==> src/rtl/cpu_ctrl_sequencer_if.sv <==
// Bundle of signals between the fetch/decode/execute sequencer and its
// surroundings: instruction memory, register file, ALU and the run/status lines.
interface cpu_ctrl_sequencer_if #(
  parameter int PC_W  = 8,
  parameter int CNT_W = 16
);
  logic             run;
  logic             imem_req;
  logic [PC_W-1:0]  imem_addr;
  logic             imem_ack;
  logic [7:0]       imem_rdata;
  logic [1:0]       rf_ra;
  logic [1:0]       rf_rb;
  logic [7:0]       rf_rb_data;
  logic [2:0]       alu_opcode;
  logic             is_zero;
  logic             rf_we;
  logic             halted;
  logic [CNT_W-1:0] retired;

  // Sequencer side
  modport master (
    input  run, imem_ack, imem_rdata, rf_rb_data, is_zero,
    output imem_req, imem_addr, rf_ra, rf_rb, alu_opcode, rf_we, halted, retired
  );

  // Environment side (memory, register file, ALU, host)
  modport slave (
    output run, imem_ack, imem_rdata, rf_rb_data, is_zero,
    input  imem_req, imem_addr, rf_ra, rf_rb, alu_opcode, rf_we, halted, retired
  );
endinterface

==> src/rtl/cpu_ctrl_sequencer.sv <==
// Multi-cycle fetch/decode/execute controller in front of the 8-bit ALU.
// IDLE -> FETCH (req/ack) -> DECODE -> EXEC -> FETCH ... until HALT retires.
// All outputs are decoded from registered state, so an asynchronous reset
// drops imem_req/rf_we in the same cycle it is asserted.
module cpu_ctrl_sequencer #(
  parameter int PC_W  = 8,
  parameter int CNT_W = 16
) (
  input logic                 clk,
  input logic                 rst,
  cpu_ctrl_sequencer_if.master bus
);

  typedef enum logic [2:0] {
    S_IDLE   = 3'd0,
    S_FETCH  = 3'd1,
    S_DECODE = 3'd2,
    S_EXEC   = 3'd3,
    S_HALT   = 3'd4
  } state_t;

  localparam logic [2:0] OP_NOP0 = 3'b000;
  localparam logic [2:0] OP_JZ   = 3'b001;
  localparam logic [2:0] OP_ADD  = 3'b010;
  localparam logic [2:0] OP_AND  = 3'b011;
  localparam logic [2:0] OP_XOR  = 3'b100;
  localparam logic [2:0] OP_MOV  = 3'b101;
  localparam logic [2:0] OP_NOP1 = 3'b110;
  localparam logic [2:0] OP_HALT = 3'b111;

  state_t           state_q, state_d;
  logic [PC_W-1:0]  pc_q, pc_d;
  logic [7:0]       ir_q, ir_d;
  logic [CNT_W-1:0] retired_q, retired_d;

  logic             imem_req_o;
  logic             rf_we_o;
  logic             halted_o;
  logic [2:0]       alu_opcode_o;
  logic [1:0]       rf_ra_o;
  logic [1:0]       rf_rb_o;

  // Instruction fields; bit 0 of the instruction word carries no meaning.
  logic [2:0] ir_op;
  logic [1:0] ir_ra;
  logic [1:0] ir_rb;
  logic       unused_ir_bit;

  assign ir_op         = ir_q[7:5];
  assign ir_ra         = ir_q[4:3];
  assign ir_rb         = ir_q[2:1];
  assign unused_ir_bit = ir_q[0];

  // State, program counter, instruction register and retire counter.
  always_ff @(posedge clk or posedge rst) begin
    if (rst) begin
      state_q   <= S_IDLE;
      pc_q      <= '0;
      ir_q      <= '0;
      retired_q <= '0;
    end else begin
      state_q   <= state_d;
      pc_q      <= pc_d;
      ir_q      <= ir_d;
      retired_q <= retired_d;
    end
  end

  // Next-state logic and control outputs for the sequencer FSM.
  always_comb begin
    state_d      = state_q;
    pc_d         = pc_q;
    ir_d         = ir_q;
    retired_d    = retired_q;
    imem_req_o   = 1'b0;
    rf_we_o      = 1'b0;
    halted_o     = 1'b0;
    alu_opcode_o = 3'b000;
    rf_ra_o      = 2'b00;
    rf_rb_o      = 2'b00;

    case (state_q)
      S_IDLE: begin
        if (bus.run) begin
          state_d = S_FETCH;
        end
      end

      S_FETCH: begin
        // Request is held (address = pc) until the memory acknowledges;
        // ack in the same cycle as the first request is allowed.
        imem_req_o = 1'b1;
        if (bus.imem_ack) begin
          ir_d    = bus.imem_rdata;
          pc_d    = pc_q + 1'b1;
          state_d = S_DECODE;
        end
      end

      S_DECODE: begin
        alu_opcode_o = ir_op;
        rf_ra_o      = ir_ra;
        rf_rb_o      = ir_rb;
        state_d      = S_EXEC;
      end

      S_EXEC: begin
        // Decode outputs stay valid so the ALU result/flag is stable here.
        alu_opcode_o = ir_op;
        rf_ra_o      = ir_ra;
        rf_rb_o      = ir_rb;
        retired_d    = retired_q + 1'b1;
        state_d      = S_FETCH;
        case (ir_op)
          OP_ADD, OP_AND, OP_XOR, OP_MOV: rf_we_o = 1'b1;
          OP_JZ: begin
            if (bus.is_zero) begin
              pc_d = bus.rf_rb_data[PC_W-1:0];
            end
          end
          OP_HALT: state_d = S_HALT;
          OP_NOP0, OP_NOP1: ;
          default: ;
        endcase
      end

      S_HALT: begin
        // Terminal until reset; run is not looked at here.
        halted_o = 1'b1;
      end

      default: begin
        state_d = S_IDLE;
      end
    endcase
  end

  assign bus.imem_req   = imem_req_o;
  assign bus.imem_addr  = pc_q;
  assign bus.rf_we      = rf_we_o;
  assign bus.halted     = halted_o;
  assign bus.alu_opcode = alu_opcode_o;
  assign bus.rf_ra      = rf_ra_o;
  assign bus.rf_rb      = rf_rb_o;
  assign bus.retired    = retired_q;

endmodule

==> src/flat_wrapper.sv <==
// flat-port wrapper written by rule: the top's interface ports become plain ports
module cpu_ctrl_sequencer_flat 
#(
  parameter int PC_W  = 8,
  parameter int CNT_W = 16
)
  (clk, rst, bus_run, bus_imem_ack, bus_imem_rdata, bus_rf_rb_data, bus_is_zero, bus_imem_req, bus_imem_addr, bus_rf_ra, bus_rf_rb, bus_alu_opcode, bus_rf_we, bus_halted, bus_retired);
  cpu_ctrl_sequencer_if #(.PC_W(PC_W), .CNT_W(CNT_W)) bus_i ();
  input logic clk;
  input logic rst;
  input wire logic [$bits(bus_i.run)-1:0] bus_run;
  input wire logic [$bits(bus_i.imem_ack)-1:0] bus_imem_ack;
  input wire logic [$bits(bus_i.imem_rdata)-1:0] bus_imem_rdata;
  input wire logic [$bits(bus_i.rf_rb_data)-1:0] bus_rf_rb_data;
  input wire logic [$bits(bus_i.is_zero)-1:0] bus_is_zero;
  output wire logic [$bits(bus_i.imem_req)-1:0] bus_imem_req;
  output wire logic [$bits(bus_i.imem_addr)-1:0] bus_imem_addr;
  output wire logic [$bits(bus_i.rf_ra)-1:0] bus_rf_ra;
  output wire logic [$bits(bus_i.rf_rb)-1:0] bus_rf_rb;
  output wire logic [$bits(bus_i.alu_opcode)-1:0] bus_alu_opcode;
  output wire logic [$bits(bus_i.rf_we)-1:0] bus_rf_we;
  output wire logic [$bits(bus_i.halted)-1:0] bus_halted;
  output wire logic [$bits(bus_i.retired)-1:0] bus_retired;
  assign bus_i.run = bus_run;
  assign bus_i.imem_ack = bus_imem_ack;
  assign bus_i.imem_rdata = bus_imem_rdata;
  assign bus_i.rf_rb_data = bus_rf_rb_data;
  assign bus_i.is_zero = bus_is_zero;
  assign bus_imem_req = bus_i.imem_req;
  assign bus_imem_addr = bus_i.imem_addr;
  assign bus_rf_ra = bus_i.rf_ra;
  assign bus_rf_rb = bus_i.rf_rb;
  assign bus_alu_opcode = bus_i.alu_opcode;
  assign bus_rf_we = bus_i.rf_we;
  assign bus_halted = bus_i.halted;
  assign bus_retired = bus_i.retired;
  cpu_ctrl_sequencer #(.PC_W(PC_W), .CNT_W(CNT_W)) u_core (.clk(clk), .rst(rst), .bus(bus_i));
endmodule
==> config.mk <==
export PLATFORM = sky130hd
export DESIGN_NAME = cpu_ctrl_sequencer_flat
export DESIGN_NICKNAME = d
export VERILOG_FILES = /design/src/rtl/cpu_ctrl_sequencer_if.sv /design/src/rtl/cpu_ctrl_sequencer.sv /design/src/flat_wrapper.sv
export SDC_FILE = /design/constraint.sdc
export NUM_CORES = 1
export LEC_CHECK = 0
export ABC_AREA = 1
export CAP_MARGIN = 20
export CORE_ASPECT_RATIO = 0.5
export CORE_MARGIN = 2
export CORE_UTILIZATION = 44
export CTS_CLUSTER_SIZE = 14
export DETAILED_ROUTE_END_ITERATION = 7
export HOLD_SLACK_MARGIN = 0.12
export PLACE_DENSITY = 0.8
export REMOVE_ABC_BUFFERS = 1
export SLEW_MARGIN = 20
export SYNTH_ARGS = -nofsm -noshare
export SYNTH_HDL_FRONTEND = slang
export SYNTH_SLANG_ARGS = --single-unit
==> constraint.sdc <==
create_clock -name clk -period 1.9 [get_ports clk]
set_clock_uncertainty 0.1 [all_clocks]
set_input_delay 0.285 -clock clk [delete_from_list [all_inputs] [get_ports clk]]
set_output_delay 0.285 -clock clk [all_outputs]
set_load 0.03 [all_outputs]
== Word-level counts from Yosys, hierarchy flattened ==
Cells that the tools add are included.

* Muxes and demuxes: 15
* $add $sub $neg: 2
* Equal/unequal tests: 14
* Reductions and logical operators: 7
* Bitwise operators: 1

{| class="wikitable"
|+ Operators by type and width
! kind !! number
|-
| two-way mux 8 bit || 3
|-
| adder 16 x 1 -> 16 bit, second input constant || 1
|-
| case mux 8 bit (2 select lines) || 1
|-
| case mux 3 bit (5 select lines) || 1
|-
| equality test 3 x 2 -> 1 bit, second input constant || 4
|-
| equality test 3 bit, second input constant || 4
|-
| two-way mux 3 bit || 4
|-
| adder 8 x 1 -> 8 bit, second input constant || 1
|-
| equality test 3 x 1 -> 1 bit, second input constant || 2
|-
| inequality test 2 bit, second input constant || 3
|-
| two-way mux 1 bit || 4
|-
| two-way mux 2 bit || 2
|-
| AND reduction 4 bit || 1
|-
| OR reduction 4 bit || 1
|-
| zero test 3 bit || 1
|-
| AND reduction 3 bit || 1
|-
| inequality test 2 x 1 -> 1 bit, second input constant || 1
|-
| AND reduction 2 bit || 1
|-
| nonzero test 2 bit || 1
|-
| OR reduction 2 bit || 1
|-
| NOT 1 bit || 1
|}

* Word-level logic and storage cells: 43
* Flip-flop bits (word level): 35
* Output and inout port bits: 34
* Input bits: 21

== Logic depth before layout (Yosys ltp) ==
* Depth after elaboration: 4
* Gate-level depth with buffers: 8
* Depth with buffers taken out: 8

== Worst setup path before layout ==
Ideal clock, no wire load.

* Path kind: reg-to-output
* From: reg u_core.state_q[2]
* To: out bus_rf_we
* Path buffers: 2
* Arrival time: 1446 ps
* Slack: 69 ps
* Required time: 1515 ps
* Cell stages (with the launch flop): 6
* Cell sequence: dfrtp_1 nor2_4 buf_6 buf_4 o21ai_0 a21oi_1

* Cells in the longest elaborated chain, start to end: 2

{| class="wikitable"
|+ Ends and longest elaborated chain
! what !! line !! source
|-
| start, declared || cpu_ctrl_sequencer.sv:31 || <nowiki>state_t state_q, state_d;</nowiki>
|-
| start signal, assigned || cpu_ctrl_sequencer.sv:62 || <nowiki>state_q <= state_d;</nowiki>
|-
| equality test 3 x 2 -> 1 bit || cpu_ctrl_sequencer.sv:82 || <nowiki>case (state_q)</nowiki>
|-
| two-way mux 1 bit || cpu_ctrl_sequencer.sv:82 ||
|-
| end, declared || flat_wrapper.sv:21 || <nowiki>output wire logic [$bits(bus_i.rf_we)-1:0] bus_rf_we;</nowiki>
|}

No other way between the ends.

== Final worst setup path ==
* From: reg u_core.pc_q[3], in the netlist u_core.bus.imem_addr[3]
* To: out bus_imem_addr[3]

{| class="wikitable"
|+ RTL lines
! what !! line !! source
|-
| start, declared || cpu_ctrl_sequencer.sv:32 || <nowiki>logic [PC_W-1:0] pc_q, pc_d;</nowiki>
|-
| start signal, assigned || cpu_ctrl_sequencer.sv:63 || <nowiki>pc_q <= pc_d;</nowiki>
|-
| end, declared || flat_wrapper.sv:17 || <nowiki>output wire logic [$bits(bus_i.imem_addr)-1:0] bus_imem_addr;</nowiki>
|}

No word-level cell between the ends.

==> impl_metrics.py <==
metrics = {
    "status": {
        "status": "finished, final reports clean",
    },
    "clock_network": {
        "cts-root-buf": "clkbuf_8",
        "holdBufCountCts": 0,
        "cts_htree_levels": 2,
        "clkTransAtPathRegs_ps": 70,
        "clk_latency_ps": 290,
        "cts_tree": "done",
        "ctsLongestPathBuffers": 2,
        "cts_buffers": 5,
        "clock_sinks": 34,
    },
    "placement": {
        "dp_hpwl_um": 3360,
        "io_buffer_count": 53,
        "routabilityCongestion": 0.806,
        "place_area_mm2": 0.00252,
    },
    "die": {
        "core_area_mm2": 0.00404,
        "start_util_pct": 47.5,
        "die-area_mm2": 0.00494,
        "rows": 16,
        "die_y_um": 50.7,
        "die_w_um": 97.4,
        "io_pins": 55,
    },
    "yosys": {
        "yosysTopAreaCell": "dfrtp_1",
        "yosysSeqAreaShare_pct": 44.3,
        "synth-main-ff-cell": "dfrtp_1",
        "async_flop_share_pct": 100,
        "synthCells": 268,
        "synth_area_leaders": "dfrtp_1 (44%), nand2_1 (18%), nor2_1 (7.2%)",
        "synth_top_area_share_pct": 44.3,
        "syn_avg_cell_area_um2": 7.17,
        "ys_seq_elements": 34,
        "synth.most_common_cell": "nand2_1",
        "synth_cell_type_count": 26,
        "synth_warnings": 0,
        "synth_common_cells": "nand2_1 (94), nor2_1 (37), inv_1 (35)",
        "syn-cell-area_mm2": 0.00192,
        "synth_edf_count": 0,
    },
    "sta": {
        "fin_crit_sh_pct": 98.2,
        "hold_violations": 0,
        "setup_viol": 0,
        "slew_viol_final": 0,
        "tightest_slew_ps": 446,
        "rsz0062_at_grt": "no",
        "max_freq_ghz": 0.536,
        "min_period_ps": 1870,
        "relSlewSlack_pct": 70.3,
        "setup_tns_ps": 0,
    },
    "setup_path": {
        "critical_path.cell_chain": "clkdlybuf4s50_1",
        "critPathMaxFanout": 7,
        "cp_num_buf_inv": 1,
        "arrival_ps": 1480,
        "endpoint_kind": "output port",
        "slowest_delay_ps": 730,
        "slowest_stage": "clkdlybuf4s50_1",
        "crit_family": "buffers and inverters",
        "cp-start-kind": "flop",
        "critPathKind": "flop to output port",
        "crit_required_ps": 1510,
    },
    "route": {
        "vias": 1864,
        "wl_per_cell_um": 12.1,
        "dr.pass1.iters": 4,
        "drt.antenna.violating_nets": 0,
        "routed_wl_um": 4660,
        "drtIter0Drc": 70,
        "via_per_inst": 4.83,
        "drcViolationCount": 0,
    },
    "cells_and_area": {
        "nFillCells": 357,
        "nets": 355,
        "area_growth_pct": 35.6,
        "antenna_cells": 0,
        "drive_gt1_share_pct": 7.53,
        "final_area_mm2": 0.00261,
    },
    "grt": {
        "grt_start_max_net_pins": 35,
        "antenna_found_initial": 0,
        "grt_pass1_wl_um": 7590,
        "grt_pass1_vias": 1718,
        "grt_usage_pct": 19.7,
        "grt-ovfl-total": 0,
    },
    "min_path": {
        "hold_path.class": "primary input to async pin",
    },
    "job": {
        "drv_cap": 0,
    },
    "power_and_ir_drop": {
        "power.density_mw_per_mm2": 1470,
        "power_leakage_nw": 1.29,
        "ir_drop_v": 0.000866,
    },
}
report_power, final:
| part | internal (mW) | leakage, nW | total [mW] | switching [mW] |
|---|---|---|---|---|
| Combinational | 0.775 | 0.825 | 2.12 | 1.34 |
| Sequential | 0.955 | 0.431 | 1.18 | 0.224 |
| Clock | 0.252 | 0.0383 | 0.519 | 0.267 |
layout by cell type (no fill, tap or decap), types with 2 or more instances in the layout:
master and count:
nand4_1 4, a21oi_1 12, xor2_1 5, buf_4 8, clkdlybuf4s50_1 42, clkbuf_2 2, o21ai_0 3, nor2_2 2
ha_1 2, o21bai_1 2, nor2_4 2, nor2_1 37, nor3_1 2, xnor2_1 4, dlygate4sd2_1 2, nand3_1 17
clkbuf_8 5, nand2_2 2, inv_1 35, nand2_1 94, clkdlybuf4s15_1 5, dfrtp_1 34, clkbuf_1 2
routing by layer:
metal | track usage, % | up-vias | wire [um]
li1 | - | 955 | -
met1 | 23.7 | 844 | 2140
met2 | 34.3 | 55 | 2190
met3 | 4.60 | 10 | 235
met4 | 9.49 | 0 | 94
met5 | 0 | - | 0
area by class of cell:
class | instances | area (um2) | area share [%]
Sequential cell | 34 | 851 | 32.7
Inverter | 37 | 139 | 5.33
Timing Repair Buffer | 60 | 571 | 21.9
Clock buffer | 7 | 76.3 | 2.93
Tap cell | 54 | 67.6 | 2.59
Multi-Input combinational cell | 194 | 901 | 34.6
through the flow:
stage	power [mW]	hold WS, ps	worst slack [ps]	util, %	instances
final	3.82	286	33.3	64.4	386
after global routing	4.09	370	0.198	64.4	386
after CTS	3.82	300	34.5	64.4	386
after detailed placement	3.33	394	104	62.4	377
after global placement	3.26	378	131	62.4	377
after floorplan	2.51	327	85.3	-	265
final timing paths:
kind                                         startpoint                       to  slack [ps]  depth (start not counted)
worst min-delay path                                rst           u_core.ir_q[2]         290                          3
worst max-delay path            u_core.bus.imem_addr[3]         bus_imem_addr[3]          30                          1
worst min register to register   u_core.bus.retired[15]   u_core.bus.retired[15]         410                          2
max in group asynchronous                           rst   u_core.bus.retired[11]        1100                          3
worst max register to register        u_core.state_q[2]  u_core.bus.imem_addr[4]         180                          8
min in group clk                 u_core.bus.retired[15]   u_core.bus.retired[15]         410                          2
timing repair:
action	4_1_cts	5_1_grt
setup endpoints to repair	10	8
buffers inserted	2	0
resized for setup	9	10
pin swaps	1	0
state kept, by name, summed over array words and instances (netlist names):
| register | count |
|---|---|
| u_core.state_q | 3 |
| u_core.ir_q | 7 |
| u_core.bus.imem_addr | 8 |
| u_core.bus.retired | 16 |
cells by family after synthesis:
logic type | synth area share, %
simple gates | 36.1
xor+xnor | 4.10
flops | 44.3
fa+ha+maj | 1.30
compound gates | 5.41
buf+inv | 8.79
(Power assumes the default switching activity.)
